<file path="config.mk">
export PLATFORM = sky130hd
export DESIGN_NAME = alu_stream_sequencer_flat
export DESIGN_NICKNAME = d
export VERILOG_FILES = /design/src/rtl/alu_seq_pkg.sv /design/src/rtl/alu_stream_sequencer_if.sv /design/src/rtl/alu_seq_datapath.sv /design/src/rtl/alu_stream_sequencer.sv /design/src/flat_wrapper.sv
export SDC_FILE = /design/constraint.sdc
export NUM_CORES = 1
export LEC_CHECK = 0
export ABC_AREA = 1
export ABC_CLOCK_PERIOD_IN_PS = 3000
export BUFFER_PORTS_ARGS = -buffer_cell sky130_fd_sc_hd__buf_2
export CAP_MARGIN = 20
export CORE_ASPECT_RATIO = 0.75
export CORE_MARGIN = 1
export CORE_UTILIZATION = 62
export CTS_CLUSTER_SIZE = 25
export DETAILED_ROUTE_END_ITERATION = 10
export GPL_TIMING_DRIVEN = 0
export HOLD_SLACK_MARGIN = 0.15
export PLACE_DENSITY_LB_ADDON = 0.12
export RECOVER_POWER = 100
export SLEW_MARGIN = 20
export SYNTH_ARGS = -nofsm -noshare
export SYNTH_HDL_FRONTEND = slang
export SYNTH_SLANG_ARGS = --single-unit
</file>
<file path="constraint.sdc">
create_clock -name clk -period 3 [get_ports clk]
set_clock_uncertainty 0.15 [all_clocks]
set_input_delay 0.15 -clock clk [delete_from_list [all_inputs] [get_ports clk]]
set_output_delay 0.15 -clock clk [all_outputs]
set_load 0.03 [all_outputs]
</file>
<file path="src/rtl/alu_seq_pkg.sv">
// Shared types and constants for the ALU byte-stream sequencer.
// Build option: ALU_SEQ_OPCODE_EN enables the opcode byte and the OPC state.
package alu_seq_pkg;

  typedef enum logic [1:0] {
    LOAD = 2'd0,
    OPC  = 2'd1,
    EXEC = 2'd2,
    SEND = 2'd3
  } state_t;

  localparam int OP_W = 2;
  typedef logic [OP_W-1:0] op_t;

  localparam op_t OP_ASR  = 2'd0;
  localparam op_t OP_ADD  = 2'd1;
  localparam op_t OP_NAND = 2'd2;
  localparam op_t OP_XOR  = 2'd3;

endpackage

</file>
<file path="src/rtl/alu_stream_sequencer_if.sv">
// Operand-in and result-out byte streams of the ALU sequencer, both valid/ready.
// The sequencer is the slave; the host or neighbouring block is the master.
interface alu_stream_sequencer_if;

  logic [7:0] in_data;
  logic       in_valid;
  logic       in_ready;
  logic [7:0] out_data;
  logic       out_valid;
  logic       out_ready;
  logic       out_last;

  modport master (
    output in_data, in_valid, out_ready,
    input  in_ready, out_data, out_valid, out_last
  );

  modport slave (
    input  in_data, in_valid, out_ready,
    output in_ready, out_data, out_valid, out_last
  );

endinterface

</file>
<file path="src/rtl/alu_seq_datapath.sv">
// Combinational ALU for the sequencer: arithmetic shift right, add, NAND, XOR.
// Holds no state; the sequencer registers operands and result.
module alu_seq_datapath
  import alu_seq_pkg::*;
#(
  parameter int W = 32
) (
  input  logic [W-1:0] i_x,
  input  logic [W-1:0] i_y,
  input  op_t          i_op,
  output logic [W-1:0] o_result
);

  // Only the low five bits of y form the shift amount.
  logic [4:0] w_shamt;
  assign w_shamt = i_y[4:0];

  always_comb begin
    // NOTE: every always_comb output gets a default first so no path infers a latch.
    o_result = '0;
    case (i_op)
      OP_ASR:  o_result = $unsigned($signed(i_x) >>> w_shamt);
      OP_ADD:  o_result = i_x + i_y;
      OP_NAND: o_result = ~(i_x & i_y);
      OP_XOR:  o_result = i_x ^ i_y;
      default: o_result = '0;
    endcase
  end

endmodule

</file>
<file path="src/rtl/alu_stream_sequencer.sv">
// Byte-stream sequencer: loads operand bytes, fires one ALU op, streams result bytes out.
// Build option: ALU_SEQ_OPCODE_EN adds an opcode byte after the operand bytes.
module alu_stream_sequencer
  import alu_seq_pkg::*;
#(
  parameter int LOG2_BYTES_IN  = 3,
  parameter int LOG2_BYTES_OUT = 2
) (
  input  logic                   clk,
  input  logic                   rst,
  input  logic                   abort,
  alu_stream_sequencer_if.slave  bus,
  output logic                   busy
);

  localparam int BYTES_IN  = 1 << LOG2_BYTES_IN;
  localparam int OPND_W    = 8 * BYTES_IN;
  localparam int HALF_W    = OPND_W / 2;
  localparam int W         = 8 << LOG2_BYTES_OUT;

  state_t                    r_state;
  state_t                    w_next;
  logic [LOG2_BYTES_IN-1:0]  r_cnt_in;
  logic [LOG2_BYTES_OUT-1:0] r_cnt_out;
  logic [OPND_W-1:0]         r_opnd;
  logic [W-1:0]              r_result;
  logic [W-1:0]              w_result;
  logic [W-1:0]              w_x;
  logic [W-1:0]              w_y;
  op_t                       w_op;
  logic                      w_in_fire;
  logic                      w_out_fire;
  logic                      w_last_in;
  logic                      w_last_out;

  // A handshake coinciding with abort is discarded.
  assign w_in_fire  = bus.in_valid  && bus.in_ready  && !abort;
  assign w_out_fire = bus.out_valid && bus.out_ready && !abort;
  assign w_last_in  = (r_cnt_in  == '1);
  assign w_last_out = (r_cnt_out == '1);

  assign w_x = W'(r_opnd[HALF_W-1:0]);
  assign w_y = W'(r_opnd[OPND_W-1:HALF_W]);

  alu_seq_datapath #(.W(W)) u_datapath (
    .i_x      (w_x),
    .i_y      (w_y),
    .i_op     (w_op),
    .o_result (w_result)
  );

  always_ff @(posedge clk or posedge rst) begin
    // NOTE: sequential state uses non-blocking assignments so every flop samples pre-edge values.
    if (rst) r_state <= LOAD;
    else     r_state <= w_next;
  end

  always_comb begin
    w_next = r_state;
    if (abort) begin
      w_next = LOAD;
    end else begin
      case (r_state)
        LOAD: begin
          if (w_in_fire && w_last_in) begin
`ifdef ALU_SEQ_OPCODE_EN
            w_next = OPC;
`else
            w_next = EXEC;
`endif
          end
        end
`ifdef ALU_SEQ_OPCODE_EN
        OPC:     if (w_in_fire) w_next = EXEC;
`endif
        EXEC:    w_next = SEND;
        SEND:    if (w_out_fire && w_last_out) w_next = LOAD;
        default: w_next = LOAD;
      endcase
    end
  end

  always_ff @(posedge clk or posedge rst) begin
    // NOTE: operand and result registers are reset too, so out_data reads 0 straight out of reset.
    if (rst) begin
      r_cnt_in  <= '0;
      r_cnt_out <= '0;
      r_opnd    <= '0;
      r_result  <= '0;
    end else if (abort) begin
      r_cnt_in  <= '0;
      r_cnt_out <= '0;
    end else begin
      // The input counter wraps to 0 on the last byte, ready for the next operation.
      if (r_state == LOAD && w_in_fire) begin
        r_opnd[{r_cnt_in, 3'b000} +: 8] <= bus.in_data;
        r_cnt_in                        <= r_cnt_in + 1'b1;
      end
      if (r_state == EXEC) begin
        r_result  <= w_result;
        r_cnt_out <= '0;
      end
      if (r_state == SEND && w_out_fire) begin
        r_cnt_out <= r_cnt_out + 1'b1;
      end
    end
  end

`ifdef ALU_SEQ_OPCODE_EN
  op_t r_op;

  // The opcode persists across operations and is untouched by abort.
  always_ff @(posedge clk or posedge rst) begin
    if (rst)                             r_op <= OP_ASR;
    else if (r_state == OPC && w_in_fire) r_op <= bus.in_data[OP_W-1:0];
  end

  assign w_op = r_op;
`else
  assign w_op = OP_ASR;
`endif

  assign bus.in_ready  = (r_state == LOAD) || (r_state == OPC);
  assign bus.out_valid = (r_state == SEND);
  assign bus.out_data  = (r_state == SEND) ? r_result[{r_cnt_out, 3'b000} +: 8] : 8'h00;
  assign bus.out_last  = (r_state == SEND) && w_last_out;
  assign busy          = !((r_state == LOAD) && (r_cnt_in == '0));

endmodule

</file>
<file path="src/flat_wrapper.sv">
// flat-port wrapper written by rule: the top's interface ports become plain ports
module alu_stream_sequencer_flat import alu_seq_pkg::*;
#(
  parameter int LOG2_BYTES_IN  = 3,
  parameter int LOG2_BYTES_OUT = 2
)
  (clk, rst, abort, busy, bus_in_data, bus_in_valid, bus_out_ready, bus_in_ready, bus_out_data, bus_out_valid, bus_out_last);
  alu_stream_sequencer_if bus_i ();
  input  logic clk;
  input  logic rst;
  input  logic abort;
  output logic busy;
  input wire logic [$bits(bus_i.in_data)-1:0] bus_in_data;
  input wire logic [$bits(bus_i.in_valid)-1:0] bus_in_valid;
  input wire logic [$bits(bus_i.out_ready)-1:0] bus_out_ready;
  output wire logic [$bits(bus_i.in_ready)-1:0] bus_in_ready;
  output wire logic [$bits(bus_i.out_data)-1:0] bus_out_data;
  output wire logic [$bits(bus_i.out_valid)-1:0] bus_out_valid;
  output wire logic [$bits(bus_i.out_last)-1:0] bus_out_last;
  assign bus_i.in_data = bus_in_data;
  assign bus_i.in_valid = bus_in_valid;
  assign bus_i.out_ready = bus_out_ready;
  assign bus_in_ready = bus_i.in_ready;
  assign bus_out_data = bus_i.out_data;
  assign bus_out_valid = bus_i.out_valid;
  assign bus_out_last = bus_i.out_last;
  alu_stream_sequencer #(.LOG2_BYTES_IN(LOG2_BYTES_IN), .LOG2_BYTES_OUT(LOG2_BYTES_OUT)) u_core (.clk(clk), .rst(rst), .abort(abort), .bus(bus_i), .busy(busy));
endmodule
</file>
==> After elaboration in Yosys (flattened, before gate mapping) <==
Cells that the tools add are included.
{ "op_classes": {"addsub": 3, "n_eq_ne": 7, "n_shift": 4, "n_mux": 11, "bitwise_logic": 1, "reduce_logical": 20} }
{ "ops": {"columns": ["op", "count"], "rows": [
  ["bitwise mux 64 bit", 1],
  ["variable shift 8 x 8 -> 64 bit, first input constant", 1],
  ["indexed part select 8 x 8 -> 64 bit", 1],
  ["indexed part select 32 x 6 -> 8 bit", 1],
  [">>> shifter 32 x 5 -> 32 bit", 1],
  ["two-way mux 2 bit", 6],
  ["logical AND 1 bit", 10],
  ["two-way mux 8 bit", 1],
  ["negation 6 -> 8 bit", 1],
  ["== test 2 bit, second input constant", 3],
  ["two-way mux 3 bit", 2],
  ["case mux 2 bit (3 select lines)", 1],
  ["AND reduction 2 bit", 3],
  ["adder 3 x 1 -> 3 bit, second input constant", 1],
  ["== test 3 bit, second input constant", 1],
  ["zero test 3 bit", 1],
  ["inequality test 3 x 2 -> 1 bit, second input constant", 1],
  ["inequality test 3 bit, second input constant", 1],
  ["nonzero test 3 bit", 1],
  ["adder 2 x 1 -> 2 bit, second input constant", 1],
  ["== test 2 x 1 -> 1 bit, second input constant", 1],
  ["zero test 1 bit", 2],
  ["zero test 2 bit", 1],
  ["nonzero test 2 bit", 1],
  ["2 further kinds", 2]
]} }
{ "totals": {"register_bits": 103, "inputBits": 13, "output_inout_bits": 12, "wordCells": 51} }

==> Depth between registers and ports, before layout <==
Gate-level depths: netlist of run 1.
{ "logic_depth": {"ltp_word": 8, "mapped_depth": 13, "mapped_depth_nobuf": 12} }

==> Modules after synthesis <==
From an unflattened synthesis of run 1, not the netlist that was laid out.
{ "hier_totals": {"hier_cells": 1637, "area_unflattened_um2": 9776.9} }
{ "modules_own_cells": {"columns": ["module", "n_inst", "cells_per_inst", "area_per_inst_um2", "seq_area_each_um2"], "rows": [
  ["alu_stream_sequencer", 1, 597, 4942.2, 2577.5],
  ["alu_seq_datapath", 1, 1040, 4834.6, 0.0]
]} }

==> Worst setup path after synthesis of run 1 <==
OpenSTA, ideal clock, no wires.
{ "synth_path": {"kind": "reg2reg", "startpoint": "reg u_core.r_cnt_in[0]", "endpoint": "reg u_core.r_opnd[16]", "setup_time_ps": 95, "arrival_ps": 1878, "required_ps": 2755, "path_slack_ps": 877, "path_stages_with_launch": 9, "n_path_buf": 1, "synth_period_minus_slack_ps": 2123, "path_cell_list": "dfrtp_1 -> buf_4 -> inv_1 -> ha_1 -> ha_1 -> nand2_2 -> nor3_1 -> inv_1 -> o31ai_1"} }
{ "synth_between": {"elab_chain_cells": 3, "word_cells_on_any_way": 4, "classes_between": "add/sub: 1; shift: 2; mux: 1"} }
{ "synth_lines": {"columns": ["element", "line", "source"], "rows": [
  ["from (decl)", "alu_stream_sequencer.sv:23", "logic [LOG2_BYTES_IN-1:0] r_cnt_in;"],
  ["from (signal assigned)", "alu_stream_sequencer.sv:97", "r_cnt_in <= r_cnt_in + 1'b1;"],
  ["negation 6 -> 8 bit (*)", "alu_stream_sequencer.sv:96", "r_opnd[{r_cnt_in, 3'b000} +: 8] <= bus.in_data;"],
  ["indexed part select 8 x 8 -> 64 bit or variable shift 8 x 8 -> 64 bit (tied branches)", "alu_stream_sequencer.sv:96", null],
  ["bitwise mux 64 bit (*)", "alu_stream_sequencer.sv:96", null],
  ["to (signal, indexed assignment)", "alu_stream_sequencer.sv:96", null],
  ["to (decl)", "alu_stream_sequencer.sv:25", "logic [OPND_W-1:0] r_opnd;"]
]} }
Mark *: on every way between the ends. The rest lies on a longest branch, timed or not.
A chain may end at the register's enable or synchronous reset.

==> Final worst setup path of run 1 <==
{ "layout_path": {"startpoint": "reg u_core.r_cnt_in[0]", "endpoint": "reg u_core.r_opnd[21]"} }
The elaborated chain is that of the path after synthesis.

==> results of run 1 <==
==> tightest hold or removal path, cell delays in order, from the launching register on <==
cell and delay [ps]:
dfrtp_1 350, nand2_1 50, nand2_1 50
==> state kept, by name, indices dropped and copies added (netlist names) <==
signal	cells
u_core.r_cnt_in	3
u_core.r_opnd	37
u_core.r_result	32
u_core.r_cnt_out	2
u_core.r_state	2
==> cell usage after synthesis, types with 3 or more instances <==
| cell type | count | share of area (%) |
|---|---|---|
| a21oi_1 | 24 | 2.3 |
| a22oi_1 | 6 | 0.88 |
| buf_1 | 7 | 0.51 |
| buf_2 | 16 | 1.6 |
| buf_4 | 6 | 0.88 |
| buf_6 | 4 | 0.88 |
| clkbuf_1 | 14 | 1.0 |
| dfrtp_1 | 76 | 37 |
| ha_1 | 9 | 2.2 |
| inv_1 | 37 | 2.7 |
| inv_2 | 4 | 0.29 |
| nand2_1 | 246 | 18 |
| nand3_1 | 186 | 18 |
| nand4_1 | 3 | 0.37 |
| nor2_1 | 40 | 2.9 |
| o211ai_1 | 7 | 1.0 |
| o21ai_0 | 38 | 3.7 |
| o21ai_2 | 3 | 0.51 |
| o31ai_1 | 10 | 1.5 |
| o41ai_1 | 4 | 0.68 |
==> metrics by stage <==
| stage | hold slack [ps] | total power [uW] | utilization [%] |
|---|---|---|---|
| floorplan | 138 | 3800 | - |
| global placement | 294 | 4550 | 67.6 |
| detailed placement | 67.5 | 4640 | 67.8 |
| CTS | 230 | 5380 | 71.7 |
| global route | 355 | 5920 | 71.1 |
| finish | 335 | 5500 | 71.1 |
==> cell families after synthesis <==
logic type	count (synthesis)
simple gates	486
compound gates	96
buf+inv	90
flops	76
fa+ha+maj	9
mux	1
==> routing by layer <==
layer | up-vias | share of wire [%] | routed length [um]
met4 | 2 | 1.5 | 250
met1 | 2677 | 44 | 7110
met2 | 371 | 41 | 6680
li1 | 2631 | - | -
met3 | 35 | 13 | 2190
met5 | - | 0.062 | 10
==> area by class of cell <==
cell class,count,area [um2]
repair buffers,38,258
flip-flops and latches,76,1900
well taps,105,131
inverters,43,166
multi-input cells,592,2800
clock buffers,11,151
fillers,728,2300
clock inverters,4,25.0
plain buffers,47,225
==> final timing paths <==
check,startpoint,end,slack (ps),depth (start not counted)
hold / removal,u_core.r_result[13],u_core.r_result[13],340,2
max in group asynchronous,rst,u_core.r_result[25],1260,4
hold reg to reg,u_core.r_result[13],u_core.r_result[13],340,2
setup / recovery,u_core.r_cnt_in[0],u_core.r_opnd[21],270,10
setup reg to reg,u_core.r_cnt_in[0],u_core.r_opnd[21],270,10
min in group asynchronous,rst,u_core.r_opnd[29],600,3
==> report_power, final <==
part / total (uW) / internal [uW] / switching, uW / leakage, uW
Combinational: 3280 / 1010 / 2270 / 0.00168
Sequential: 1510 / 1320 / 185 / 0.000981
Clock: 722 / 338 / 384 / 0.0000872
Total: 5500 / 2670 / 2840 / 0.00274
==> repair_timing <==
item | CTS | global route
hold buffers | 13 | 0
endpoints found under the hold margin | 119 | 0
resized for setup | 0 | 0
==> metrics.yaml, run 1 <==
floorplan:
  die_width_um: 107
  rows: 28
  io_pins: 25
  coreArea_um2: 7950
  fp.dieH_um: 80.7
  initial_core_util_pct: 64.4
  dieArea_um2: 8630
routing:
  num_vias: 5716
  viasPerCell: 6.24
  drt_iter0_markers: 821
  drc_errors: 0
  firstDrtPassIters: 6
  postRouteAntennaNets: 0
  routed_wl_mm: 16.2
  wl_per_cell_um: 17.7
sta:
  clock.fmax_ghz: 0.366
  setup_viol: 0
  hold_viol: 0
  slew_viol_final: 39
  fin_tns_setup_ps: 0
  finalCriticalPeriod_ps: 2730
  rsz0062_at_grt: "false"
  fin_crit_sh_pct: 91.0
  tightest_slew_ps: 1730
  slew_headroom_pct: -16.1
  setup_ws_ps: 269
setup_path:
  start_kind: "register"
  cp_cell_sequence: "buf_4 > inv_1 > ha_1 > ha_1 > o21ai_0 > nor2_1 > inv_1 > clkbuf_1 > nand2_1 > o21ai_2"
  worst-path-buf-inv: 4
  cp_data_arrival_time_ps: 2870
  max_stage_delay_ps: 440
  critical-path-top-delay-family: "buffers and inverters"
  critical_path_class: "reg -> reg"
  critPathSlowestCell: "dfrtp_1"
  required_ps: 3140
  worst-path-max-fanout: 10
  cp-end-kind: "register"
final_layout:
  instances_no_fill: 916
  final_cell_mix: "246 x nand2_1, 187 x nand3_1, 76 x dfrtp_1, 42 x nor2_1, 39 x o21ai_0"
  drive_gt1_share_pct: 7.89
  syn_to_final_growth_pct: 10.4
  nets: 829
  diodes: 0
  finalInstanceArea_um2: 5650
  layout_commonest_cell: "nand2_1"
placement:
  dpl.cell_count: 888
  gp_congestion: 1.02
  placed_cell_area_um2: 5400
  hpwl_mm: 12.6
  numPortBuffers: 24
  place_ws_ps: 521
cts:
  cts_buffers: 9
  ctsRootBufferMaster: "clkbuf_8"
  cts_tree: "built"
  htree_num_levels: 3
  clkTransAtPathRegs_ps: 80
  cts_sinks: 76
  cts_setup_buffers: 0
  cts_buffer_depth: 2
  clk_latency_ps: 370
global_routing:
  grt_usage_pct: 40.3
  busiest_layer: "met1"
  grt_pass1_vias: 5162
  grt_pass1_wl_mm: 26.1
  grt_overflow: 0
  global_route.usage.met3_pct: 13.0
  antenna_found_initial: 1
  globalRouteMet2Util_pct: 57.4
  grt_max_degree: 40
  grtUsageMet1_pct: 58.9
yosys:
  synth_area_per_cell_um2: 6.76
  synthSimpleGateAreaFrac_pct: 41.1
  synth_area_um2: 5120
  synthesis.nets: 780
  yosys_warnings: 0
  synthDistinctLibCells: 33
  synth-xor-area-share_pct: 0
  ys_seq_area_share_pct: 37.1
  async_flop_share_pct: 100
  synthCells: 758
  synth_top_family_by_area: "simple AND/OR/NAND/NOR gates"
  synthMuxAreaShare_pct: 0.220
  synth_ff_type: "dfrtp_1"
  synthAdderAreaFrac_pct: 2.20
  synth-compound-area-share_pct: 11.3
  synth_seq_cells: 76
  synth-edff-count: 0
run:
  maxCapViolations: 1
pwr:
  p_per_area_nw_per_um2: 974
  p_leak_uw: 0.00274
  peakVddDrop_mv: 0.671
outcome:
  violations: "capacitance limit, slew limit"
  status: "complete, but fails checks"
min_path:
  hold_class: "reg -> reg"
Power figures use the tool's default switching activity.
==> run 2: changes to the inputs <==
Settings changed: CTS_CLUSTER_SIZE 25 to not set, REMOVE_ABC_BUFFERS set to 1.
==> metrics.yaml, run 2 (synthesis results as in run 1) <==
cts:
  cts_buffers: 9
  clk_latency_ps: 370
  ctsRootBufferMaster: "clkbuf_8"
  htree_num_levels: 3
  cts_buffer_depth: 2
  cts_sinks: 76
  cts_setup_buffers: 0
  clkTransAtPathRegs_ps: 90
  cts_tree: "built"
min_path:
  hold_path_startpoint: "u_core.r_result[12]"
  min_to: "u_core.r_result[12]"
  hold_class: "reg -> reg"
  min_path_cells: 2
pwr:
  cellInternalPower_uw: 2850
  p_per_area_nw_per_um2: 992
  p_sw_share_pct: 48.1
  p_sw_uw: 2640
  p_comb_share_pct: 48.7
  p_leak_uw: 0.00264
  peakVddDrop_mv: 0.558
  p_seq_share_pct: 32.0
  power.total_uw: 5490
  p_clk_share_pct: 19.3
outcome:
  violations: "capacitance limit, slew limit"
  status: "complete, but fails checks"
sta:
  setup_viol: 0
  slew_viol_final: 35
  rsz0062_at_grt: "false"
  slew_headroom_pct: -7.26
  tightest_slew_ps: 1600
  finalCriticalPeriod_ps: 2600
  clock.fmax_ghz: 0.384
  hold_viol: 0
  fin_crit_sh_pct: 86.7
global_routing:
  grt_pass1_wl_mm: 23.8
  grt_overflow: 0
  antenna_found_initial: 1
  grt_usage_pct: 35.8
  grt_pass1_vias: 4945
  grt_max_degree: 43
setup_path:
  r2r-end: "u_core.r_opnd[9]"
  required_ps: 3120
  cp_data_arrival_time_ps: 2720
  cp-end-kind: "register"
  ff2ff_path_depth: 7
  reg2reg_slack_ps: 400
  rr_startpoint: "u_core.r_cnt_in[0]"
  start_kind: "register"
  critical_path_class: "reg -> reg"
  worst-path-max-fanout: 16
final_layout:
  reg.largest.list: "u_core.r_opnd (37), u_core.r_result (32), u_core.r_cnt_in (3)"
  largest_reg_flops: 37
  diodes: 0
  top_register: "u_core.r_opnd"
  syn_to_final_growth_pct: 8.09
  finalInstanceArea_um2: 5540
  drive_gt1_share_pct: 6.27
  layout_commonest_cell: "nand2_1"
  nets: 783
  final_util_pct: 69.6
  final_cell_mix: "246 x nand2_1, 187 x nand3_1, 72 x dfrtp_1, 41 x o21ai_0, 41 x nor2_1"
floorplan:
  die_width_um: 107
  rows: 28
  dieArea_um2: 8630
  io_pins: 25
  coreArea_um2: 7950
  fp.dieH_um: 80.7
  initial_core_util_pct: 64.4
run:
  maxCapViolations: 1
routing:
  firstDrtPassIters: 6
  viasPerCell: 6.19
  wl_per_cell_um: 16.4
  routed_wl_mm: 14.3
  postRouteAntennaNets: 0
  drt_iter0_markers: 726
  drc_errors: 0
  num_vias: 5392
placement:
  placed_cell_area_um2: 5150
  numPortBuffers: 24
  hpwl_mm: 10.0
  gp_congestion: 0.966
[run 2: changes by cell type in the layout (fill, tap and decap cells not counted), sizes merged]
cell      change
clkinvlp      +2
bufinv        +4
clkinv        -3
buf          -26
clkbuf       -22
[run 2: repair_timing]
item / 4_1_cts / 5_1_grt
resized for setup: 1 / 5
endpoints found under the setup margin: 11 / 41
hold endpoints to repair: 144 / 0
hold buffers: 13 / 0
cloned: 0 / 1
[run 2: critical path: stages, from the launching register on]
cell and delay (ps):
dfrtp_2 530, inv_1 150, ha_1 250, ha_1 350
o21ai_1 260, inv_1 210, nand3_2 290, o31ai_1 320
[run 2: area by class of cell]
class	instances	area, um2
multi-input cells	592	2790
fillers	682	2420
flip-flops and latches	76	1910
repair buffers	38	255
inverters	43	170
clock buffers	10	138
clock inverters	6	135
well taps	105	131
repair inverters	1	7.51
[run 2: metal layers]
layer  global-route usage (%)  vias to the layer above  wire length (um)
met3                     11.3                       44              1520
met4                     11.2                        2               366
li1                         -                     2549                 -
met1                     48.8                     2497              6330
met5                        0                        -                13
met2                     54.3                      300              6060
[run 2: power by group through the flow]
stage | sequential, uW | clock, uW | combinational [uW]
after floorplan | 1620 | 0 | 1980
after global placement | 1740 | 0 | 2520
after detailed placement | 1750 | 0 | 2570
after CTS | 1730 | 1070 | 2610
after global routing | 1810 | 1110 | 3040
final | 1760 | 1060 | 2670
[run 2: how the worst max path moves through the flow]
stage / slack (ps) / start / end
after detailed placement: 10 / u_core.r_state[1] / u_core.r_result[15]
after CTS: 50 / u_core.r_opnd[33] / u_core.r_result[24]
after global placement: -90 / rst / u_core.r_state[0]
after floorplan: 650 / u_core.r_state[1] / u_core.r_result[15]
after global routing: 140 / u_core.r_cnt_in[0] / u_core.r_opnd[12]
final: 400 / u_core.r_cnt_in[0] / u_core.r_opnd[9]
[run 2: metrics by stage]
| stage | hold slack, ps | worst slack, ps | cells | TNS (ps) |
|---|---|---|---|---|
| after floorplan | 138 | 650 | 711 | 0 |
| final | 329 | 399 | 871 | 0 |
| after CTS | 201 | 47.7 | 870 | 0 |
| after global placement | 294 | -90.0 | 840 | -6410 |
| after detailed placement | 46.0 | 14.8 | 841 | 0 |
| after global routing | 369 | 144 | 871 | 0 |
==> run 3: changes to the inputs <==
Settings changed: CORE_ASPECT_RATIO 0.75 to 1.75.
==> metrics.yaml, run 3 <==
placement:
  place_ws_ps: -82.6
  dpl.cell_count: 826
  numPortBuffers: 24
  gp_congestion: 0.930
  hpwl_mm: 10.6
yosys:
  synth-edff-count: 0
  synth_ff_type: "dfrtp_1"
  synthMuxAreaShare_pct: 0.220
  synth_top_family_by_area: "simple AND/OR/NAND/NOR gates"
  synthDistinctLibCells: 33
  post-synth-top-count-cell: "nand2_1"
  ys_seq_area_share_pct: 37.1
  synth_top_area_share_pct: 37.1
  synth_area_per_cell_um2: 6.76
  synth_seq_cells: 76
  yosys_warnings: 0
  synth_top_cell_by_area: "dfrtp_1"
  ys_top_cells_by_area: "dfrtp_1 37%, nand3_1 18%, nand2_1 18%"
  synth_area_um2: 5120
  async_flop_share_pct: 100
  synthCells: 758
  synth_commonest_cells: "246 x nand2_1, 186 x nand3_1, 76 x dfrtp_1, 40 x nor2_1, 38 x o21ai_0"
  synthAdderAreaFrac_pct: 2.20
  synth-xor-area-share_pct: 0
  synth-compound-area-share_pct: 11.3
  synthSimpleGateAreaFrac_pct: 41.1
cts:
  cts_setup_buffers: 0
  cts_buffer_depth: 2
  ctsRootBufferMaster: "clkbuf_16"
  cts_buffers: 9
  cts_sinks: 76
  htree_num_levels: 3
outcome:
  status: "did not finish"
  first-error: "[ERROR GRT-0232] Routing congestion too high. Check the congestion heatmap in the GUI."
  lastStage: "global routing (5_1_grt)"
floorplan:
  die_width_um: 70.7
  io_pins: 25
  fp.dieH_um: 122
  initial_core_util_pct: 64.3
  rows: 43
global_routing:
  grt_usage_pct: 36.6
  grt_max_degree: 40
  grt_overflow: 1
## run 3: kinds of logic after synthesis
group / Yosys count
flip-flops: 76
AO/OA/AOI/OAI: 96
AND/OR/NAND/NOR: 486
adder cells (fa/ha/maj): 9
multiplexers: 1
buffers and inverters: 90
## run 3: repair_timing
action / 4_1_cts
hold endpoints to repair: 120
pin swaps: 0
setup endpoints to repair: 20
resized for setup: 4
cloned: 1
hold buffers: 12
## run 3: per-layer routing
metal / overflow / global-route usage, %
met4: 0 / 25.0
met1: 0 / 38.6
met5: 0 / 0
met3: 0 / 6.24
met2: 1 / 65.6
## run 3: stage by stage
step / hold WS [ps] / setup TNS (ps) / instance area, um2 / utilization (%)
after CTS: 260 / 0 / 5570 / 69.9
after detailed placement: 62.5 / -143 / 5130 / 64.4
after global placement: 289 / -3960 / 5100 / 64.1
after floorplan: 138 / 0 / 4870 / -
==> run 4: changes to the inputs <==
Settings changed: CORE_ASPECT_RATIO 1.75 to not set, CORE_UTILIZATION 62 to 40, HOLD_SLACK_MARGIN 0.15 to not set, PLACE_DENSITY_LB_ADDON 0.12 to 0.15.
==> metrics.yaml, run 4 (synthesis results as in run 1) <==
sta:
  fin_crit_sh_pct: 90.4
  clock.fmax_ghz: 0.369
  timing.hold.ws_ps: 48.3
  slew_viol_final: 0
  tightest_slew_ps: 1350
  setup_viol: 0
  finalCriticalPeriod_ps: 2710
  setup_ws_ps: 289
  hold_viol: 0
  rsz0062_at_grt: "false"
  slew_headroom_pct: 9.26
pwr:
  p_per_area_nw_per_um2: 978
  p_leak_uw: 0.00263
  peakVddDrop_mv: 0.408
floorplan:
  io_pins: 25
  dieArea_um2: 13300
  initial_core_util_pct: 41.8
  fp.dieH_um: 115
  coreArea_um2: 12300
  rows: 40
  die_width_um: 115
routing:
  num_vias: 5194
  postRouteAntennaNets: 0
  firstDrtPassIters: 5
  drc_errors: 0
  wl_per_cell_um: 15.9
  routed_wl_mm: 14.8
  viasPerCell: 5.57
  drt_iter0_markers: 330
global_routing:
  grt_pass1_wl_mm: 24.8
  antenna_found_initial: 0
  grt_pass1_vias: 5001
  grt_usage_pct: 24.3
  grt_overflow: 0
  grt_max_degree: 51
setup_path:
  critical_path_class: "reg -> reg"
  start_kind: "register"
  required_ps: 3060
  cp_data_arrival_time_ps: 2770
  cp-end-kind: "register"
  worst-path-max-fanout: 14
final_layout:
  reg.largest.list: "u_core.r_opnd (37), u_core.r_result (32), u_core.r_cnt_in (3)"
  fillers: 1293
  final_util_pct: 45.9
  finalInstanceArea_um2: 5630
  diodes: 0
  top_register: "u_core.r_opnd"
  syn_to_final_growth_pct: 9.99
  largest_reg_flops: 37
  drive_gt1_share_pct: 6.28
  final_cell_mix: "246 x nand2_1, 186 x nand3_1, 72 x dfrtp_1, 41 x o21ai_0, 40 x nor2_1"
  nets: 782
  layout_commonest_cell: "nand2_1"
placement:
  gp_congestion: 0.905
  hpwl_mm: 10.4
  numPortBuffers: 24
  placed_cell_area_um2: 5240
  place_ws_ps: -17.3
cts:
  cts_buffer_depth: 2
  clkTransAtPathRegs_ps: 60
  cts_sinks: 76
  clk_latency_ps: 340
  cts_setup_buffers: 0
  htree_num_levels: 3
  cts_tree: "built"
  cts_buffers: 9
  ctsRootBufferMaster: "clkbuf_16"
outcome:
  status: "finished clean"
run:
  maxCapViolations: 0
min_path:
  hold_class: "in -> reg"
[run 4: cell type report]
class | instances | area (um2) | share of cell area (%)
tap | 168 | 210 | 3.73
clock inverter | 4 | 50.0 | 0.888
timing repair inverter | 2 | 15.0 | 0.267
clock buffer | 11 | 243 | 4.31
multi-input combinational | 592 | 2790 | 49.6
inverter | 43 | 174 | 3.09
sequential | 76 | 1910 | 33.9
timing repair buffer | 36 | 241 | 4.29
[run 4: path summary, 6_finish.rpt]
check | start | end | slack, ps | depth (start not counted)
setup / recovery | u_core.r_cnt_in[0] | u_core.r_opnd[32] | 290 | 8
min in group asynchronous | rst | u_core.r_result[3] | 500 | 3
hold / removal | bus_out_ready | u_core.r_cnt_out[0] | 50 | 5
setup reg to reg | u_core.r_cnt_in[0] | u_core.r_opnd[32] | 290 | 8
max in group asynchronous | rst | u_core.r_cnt_in[0] | 1410 | 4
hold reg to reg | u_core.r_result[8] | u_core.r_result[8] | 320 | 2
[run 4: power breakdown]
part	internal (uW)	switching, uW	total (uW)	leakage [uW]
Clock	661	424	1080	0.000138
Combinational	874	1760	2630	0.00152
Sequential	1320	468	1790	0.000976
Total	2860	2650	5510	0.00263
[run 4: metrics by stage]
step | instances | total power [uW] | TNS (ps)
2_1_floorplan | 711 | 3610 | 0
3_3_place_gp | 903 | 4340 | -20070
3_5_place_dp | 904 | 4370 | -39.3
4_1_cts | 931 | 5500 | 0
5_1_grt | 932 | 6020 | 0
6_report | 932 | 5510 | 0
[run 4: worst max-delay path: stages, from the launching register on]
cell and delay [ps]:
dfrtp_2 520, inv_1 150, ha_1 260, ha_1 360, o21ai_1 290, inv_1 210
nand4_1 370, nand2_1 180, o21ai_0 90
[run 4: per-layer routing]
| metal | part of all wire [%] | vias up | wire (um) | GRT usage [%] |
|---|---|---|---|---|
| met2 | 46 | 169 | 6830 | 40.1 |
| met1 | 46 | 2465 | 6870 | 32.2 |
| met5 | 0 | - | 0 | 0 |
| met4 | 1.8 | 0 | 267 | 7.19 |
| li1 | - | 2543 | - | - |
| met3 | 5.8 | 17 | 865 | 4.80 |
[run 4: what timing repair did]
| action | CTS | global route |
|---|---|---|
| setup endpoints to repair | 4 | 20 |
| hold endpoints to repair | 58 | 0 |
| pin swaps | 0 | 0 |
| gates resized for setup | 2 | 4 |
| cloned | 1 | 1 |
| hold buffers | 11 | 0 |
